### src/rtl/serial_alu_pkg.sv
`default_nettype none
// ============================================================================
//  Module   : serial_alu_pkg
//  Purpose  : Shared types and constants for the bit-serial ALU slots.
//             Holds the state enum used by the serial arithmetic FSMs and
//             the default operand width.
//  Revision : 1.0  initial release
// ============================================================================
package serial_alu_pkg;

    localparam int DEFAULT_WIDTH = 8;

    typedef enum logic [1:0] {
        IDLE  = 2'd0,
        SHIFT = 2'd1,
        DONE  = 2'd2
    } state_e;

endpackage : serial_alu_pkg
`default_nettype wire

### src/rtl/fullsubtractor.sv
`default_nettype none
// ============================================================================
//  Module   : fullsubtractor
//  Purpose  : Single-bit combinational subtract cell, computes a - b - bin.
//             Port order mirrors the fulladder cell (outputs first).
//  Ports    : diff (out) difference bit
//             bout (out) borrow out
//             a    (in)  minuend bit
//             b    (in)  subtrahend bit
//             bin  (in)  borrow in
//  Revision : 1.0  initial release
// ============================================================================
module fullsubtractor (
    output logic diff,
    output logic bout,
    input  logic a,
    input  logic b,
    input  logic bin
);

    always_comb begin
        diff = a ^ b ^ bin;
        // Borrow when b exceeds a outright, or when they tie and a borrow
        // is already pending from the lower bit.
        bout = (~a & b) | (~(a ^ b) & bin);
    end

endmodule : fullsubtractor
`default_nettype wire

### src/rtl/serial_subtraction.sv
`default_nettype none
// ============================================================================
//  Module   : serial_subtraction
//  Purpose  : Bit-serial WIDTH-bit subtractor, Z = X - Y, one bit per clock,
//             LSB first, with a start/done handshake.
//  Ports    : clk    (in)  rising-edge clock
//             rst_n  (in)  asynchronous active-low reset
//             start  (in)  request, sampled only while idle
//             X      (in)  minuend, captured on accepted start
//             Y      (in)  subtrahend, captured on accepted start
//             Z      (out) difference mod 2^WIDTH, registered
//             bout   (out) borrow out of the MSB (X < Y unsigned), registered
//             busy   (out) high while shifting and during the done cycle
//             done   (out) one-cycle completion pulse
//             ovf    (out) signed overflow, only when SUB_OVERFLOW_EN defined
//  Options  : `define SUB_OVERFLOW_EN adds the ovf port and its logic.
//  Revision : 1.0  initial release
// ============================================================================
module serial_subtraction
    import serial_alu_pkg::*;
#(
    parameter int WIDTH = DEFAULT_WIDTH
) (
    input  logic             clk,
    input  logic             rst_n,
    input  logic             start,
    input  logic [WIDTH-1:0] X,
    input  logic [WIDTH-1:0] Y,
    output logic [WIDTH-1:0] Z,
    output logic             bout,
    output logic             busy,
    output logic             done
`ifdef SUB_OVERFLOW_EN
    ,
    output logic             ovf
`endif
);

    localparam int               CNT_W    = $clog2(WIDTH);
    localparam logic [CNT_W-1:0] CNT_LAST = CNT_W'(WIDTH - 1);

    state_e             state_q,  state_d;
    logic [WIDTH-1:0]   a_q,      a_d;
    logic [WIDTH-1:0]   b_q,      b_d;
    logic [WIDTH-1:0]   res_q,    res_d;
    logic [WIDTH-1:0]   z_q,      z_d;
    logic [CNT_W-1:0]   cnt_q,    cnt_d;
    logic               borrow_q, borrow_d;
    logic               bout_q,   bout_d;

    logic               w_diff;
    logic               w_bout;

    fullsubtractor u_fs (
        .diff (w_diff),
        .bout (w_bout),
        .a    (a_q[0]),
        .b    (b_q[0]),
        .bin  (borrow_q)
    );

    always_comb begin
        state_d  = state_q;
        a_d      = a_q;
        b_d      = b_q;
        res_d    = res_q;
        z_d      = z_q;
        cnt_d    = cnt_q;
        borrow_d = borrow_q;
        bout_d   = bout_q;

        case (state_q)
            IDLE: begin
                if (start) begin
                    a_d      = X;
                    b_d      = Y;
                    borrow_d = 1'b0;
                    cnt_d    = '0;
                    state_d  = SHIFT;
                end
            end
            SHIFT: begin
                // Difference bits enter at the MSB so that after WIDTH shifts
                // bit 0 of the result has reached position 0.
                res_d    = {w_diff, res_q[WIDTH-1:1]};
                borrow_d = w_bout;
                a_d      = a_q >> 1;
                b_d      = b_q >> 1;
                if (cnt_q == CNT_LAST) begin
                    z_d     = {w_diff, res_q[WIDTH-1:1]};
                    bout_d  = w_bout;
                    state_d = DONE;
                end else begin
                    cnt_d = cnt_q + 1'b1;
                end
            end
            DONE: begin
                state_d = IDLE;
            end
            default: begin
                state_d = IDLE;
            end
        endcase
    end

    always_ff @(posedge clk or negedge rst_n) begin
        if (!rst_n) begin
            state_q  <= IDLE;
            a_q      <= '0;
            b_q      <= '0;
            res_q    <= '0;
            z_q      <= '0;
            cnt_q    <= '0;
            borrow_q <= 1'b0;
            bout_q   <= 1'b0;
        end else begin
            state_q  <= state_d;
            a_q      <= a_d;
            b_q      <= b_d;
            res_q    <= res_d;
            z_q      <= z_d;
            cnt_q    <= cnt_d;
            borrow_q <= borrow_d;
            bout_q   <= bout_d;
        end
    end

`ifdef SUB_OVERFLOW_EN
    // Operand MSBs are shifted out of the operand registers during SHIFT,
    // so they are kept separately from the moment of acceptance.
    logic xmsb_q, xmsb_d;
    logic ymsb_q, ymsb_d;
    logic ovf_q,  ovf_d;

    always_comb begin
        xmsb_d = xmsb_q;
        ymsb_d = ymsb_q;
        ovf_d  = ovf_q;
        if (state_q == IDLE && start) begin
            xmsb_d = X[WIDTH-1];
            ymsb_d = Y[WIDTH-1];
        end
        // The final diff bit is the result MSB.
        if (state_q == SHIFT && cnt_q == CNT_LAST) begin
            ovf_d = (xmsb_q != ymsb_q) && (w_diff != xmsb_q);
        end
    end

    always_ff @(posedge clk or negedge rst_n) begin
        if (!rst_n) begin
            xmsb_q <= 1'b0;
            ymsb_q <= 1'b0;
            ovf_q  <= 1'b0;
        end else begin
            xmsb_q <= xmsb_d;
            ymsb_q <= ymsb_d;
            ovf_q  <= ovf_d;
        end
    end

    assign ovf = ovf_q;
`endif

    assign Z    = z_q;
    assign bout = bout_q;
    assign busy = (state_q != IDLE);
    assign done = (state_q == DONE);

endmodule : serial_subtraction
`default_nettype wire

### config.mk
export PLATFORM = sky130hd
export DESIGN_NAME = serial_subtraction
export DESIGN_NICKNAME = d
export VERILOG_FILES = /design/src/rtl/serial_alu_pkg.sv /design/src/rtl/fullsubtractor.sv /design/src/rtl/serial_subtraction.sv
export SDC_FILE = /design/constraint.sdc
export NUM_CORES = 1
export LEC_CHECK = 0
export CORE_ASPECT_RATIO = 0.9
export CORE_MARGIN = 4
export CORE_UTILIZATION = 45
export CTS_BUF_LIST = sky130_fd_sc_hd__clkbuf_4
export CTS_CLUSTER_SIZE = 14
export DETAILED_ROUTE_END_ITERATION = 6
export PLACE_DENSITY = 0.7
export SKIP_LAST_GASP = 1
export SYNTH_ARGS = -nofsm -noshare
export SYNTH_HDL_FRONTEND = slang
export SYNTH_HIERARCHICAL = 1
export SYNTH_SLANG_ARGS = --single-unit
### constraint.sdc
create_clock -name clk -period 1.4 [get_ports clk]
set_input_delay 0.21 -clock clk [delete_from_list [all_inputs] [get_ports clk]]
set_output_delay 0.21 -clock clk [all_outputs]
set_load 0.02 [all_outputs]
==> flow_summary.yaml <==
finish:
  nets: 220
  fill_cells: 272
  antenna_cells: 0
  final_common_cell: "dfrtp_1"
  multi_input_area_um2: 838.3
  layout_common_cells: "dfrtp_1, inv_1, clkdlybuf4s50_1"
  ff_latch_area_um2: 952.2
  drive_gt1_share_pct: 33.67
  syn_to_final_growth_pct: 38.01
timing:
  setup_viol: 11
  rsz0062_at_grt: "true"
  finalMaxSlewViolations: 0
  fmax_mhz: 665.2
  skew_ps: 16.09
  whs_ps: 306.0
  finalCritPeriodShare_pct: 107.4
  finalHoldViolCount: 0
  layout_min_cycle_time_ps: 1503
  tightest_slew_ps: 437.0
  max_slew_margin_pct: 70.45
  fin_ws_ps: -103.2
place:
  place_congestion: 0.7622
  hpwl_um: 2563
  port_buffers: 29
floorplanning:
  rows: 21
  ios: 30
  core_area_um2: 3810
  die_area_um2: 5104
  die_w_um: 74.86
  start_util_pct: 47.52
  die_y_um: 68.18
critical_path:
  cpMaxStageDelayCell: "dfrtp_1"
  startpoint: "cnt_q[0]"
  critical_path.max_fanout: 10
  timing.rr.start: "cnt_q[0]"
  slowest_delay_ps: 420
  critPathLaunchType: "flip-flop"
  cp-end-kind: "flip-flop"
  path_class: "reg -> reg"
  path_cells: "ha_2, ha_4, nand3b_1, buf_12, mux2_1"
  required_ps: 1630
  worstPathArrival_ps: 1730
drt:
  wl_um: 3832
  routedWlPerCell_um: 15.64
  dr.first_iter.drc_count: 71
  drtPass1Iterations: 5
  wl_met1_um: 1621
  met2_length_um: 1920
  wl_met3_um: 233
  dr.max_layer_used: "met4"
  vias: 1350
  ant_nets: 0
  drc_errors: 0
  via_per_inst: 5.510
grt:
  antenna_found_initial: 0
  grt_pass1_wl_um: 6161
  grt_max_degree: 28
  grt_pass1_vias: 1382
  gr-total-overflow: 0
  grtUsageTotal_pct: 16.25
run:
  drv_cap: 0
clock_network:
  clk_pin_slew_ps: 120
  htree_levels: 2
  clk_latency_ps: 350
  cts_buffers: 5
  cts_root_buf: "clkbuf_4"
  cts_tree: "yes"
  cts.sinks: 38
  clockBufferDepth: 2
min_path:
  holdCritPathClass: "in -> async"
synthesis:
  synth.top_cell.area_share_pct: 52.52
  synth_cells: 152
  syn-cell-area_um2: 1810
  synth-async-reset-ratio_pct: 100.0
  synthesis.nets: 174
  synthTopCellsByArea: "dfrtp_1, nor4b_1, mux2_1, nor3b_1, mux2_2"
  avgSynthCellArea_um2: 11.91
  ys_types: 30
  ys_warn_count: 6
  synthFlopType: "dfrtp_1"
  ys_seq_area_share_pct: 52.52
  synth-seq-cells: 38
  synth_top_area_cell: "dfrtp_1"
  synth_edf_count: 0
status:
  status: "complete, but fails checks"
  violations: "negative setup slack"
power:
  p_leak_nw: 1.103
  p_total_w: 0.005111
  ir_drop_v: 0.0009237
  power-per-cell-area_nw_per_um2: 2045
[cells by family (layout without fill, tap and decap cells)]
kind of cell	count (synthesis)	count (layout)	synth area share [%]
muxes	16	16	9.952
adders and majority gates	3	3	2.488
buffers and inverters	31	78	7.187
DFF	38	38	52.52
and+or+nand+nor	41	41	16.86
AOI/OAI and AO/OA	23	23	10.99
[metrics by stage]
stage	TNS (ps)	instance area, um^2	setup WS [ps]	util, %	instances
floorplan	0	1832	0.3820	-	152
global placement	-1028	2251	-86.99	59.08	230
detailed placement	-1935	2251	-150.0	59.08	230
CTS	-970.7	2345	-129.0	61.54	239
global route	-1506	2499	-148.6	65.58	245
finish	-929.6	2499	-103.2	65.58	245
[final timing paths]
| check | to | slack, ps | cells past startpoint |
|---|---|---|---|
| max in group asynchronous | res_q[7] | 630 | 3 |
| max | Z[1] | -100 | 5 |
| max reg2reg | Z[1] | -100 | 5 |
| min reg2reg | Z[5] | 500 | 1 |
| min | Z[7] | 310 | 2 |
| min in group clk | a_q[7] | 440 | 3 |
[flip-flops by register name, summed over array words and instances, names as in the netlist]
| signal | count |
|---|---|
| res_q | 7 |
| a_q | 8 |
| borrow_q | 1 |
| state_q | 2 |
| bout | 1 |
| Z | 8 |
| b_q | 8 |
| cnt_q | 3 |
[metal layers]
layer  track usage, %  vias to the layer above
li1                 -                      634
met1            19.98                      667
met2            25.87                       43
met3            5.580                        6
met4            7.111                        0
met5                0                        -
[repair_timing]
action,CTS,global route
gates resized for setup,21,21
cloned,0,1
hold buffers,1,0
endpoints found under the hold margin,17,0
endpoints found under the setup margin,24,33
buffers inserted,0,5
pin swaps,0,2
[layout make-up]
class / count / area share, %
multi-input combinational: 83 / 33.55
tap: 46 / 2.303
inverter: 18 / 2.704
clock buffer: 5 / 1.502
timing repair buffer: 52 / 20.23
clock inverter: 3 / 1.602
sequential: 38 / 38.11
[Yosys cell counts (all sizes together) (2+ instances only)]
cell and instances:
o221a 3, buf 9, o2bb2ai 2, nand2b 5
nor3b 11, inv 18, a211oi 11, nand2 3
or4b 3, mux2 16, ha 2, nor4b 12
o221ai 2, nand3 2, clkbuf 4, dfrtp 38
[worst max-delay path: cells and delay by family (launching register included)]
kind                       cells  cell delay (ps)
adders and majority gates      2              360
buffers and inverters          1              150
DFF                            1              420
muxes                          1              320
and+or+nand+nor                1              130
[report_power, final]
part	switching [W]	total (W)	internal, W
clock network	0.000358	0.000728	0.000370
registers	0.000310	0.00193	0.00162
logic	0.00114	0.00245	0.00132
No activity file was read; power rests on OpenSTA's default activity.
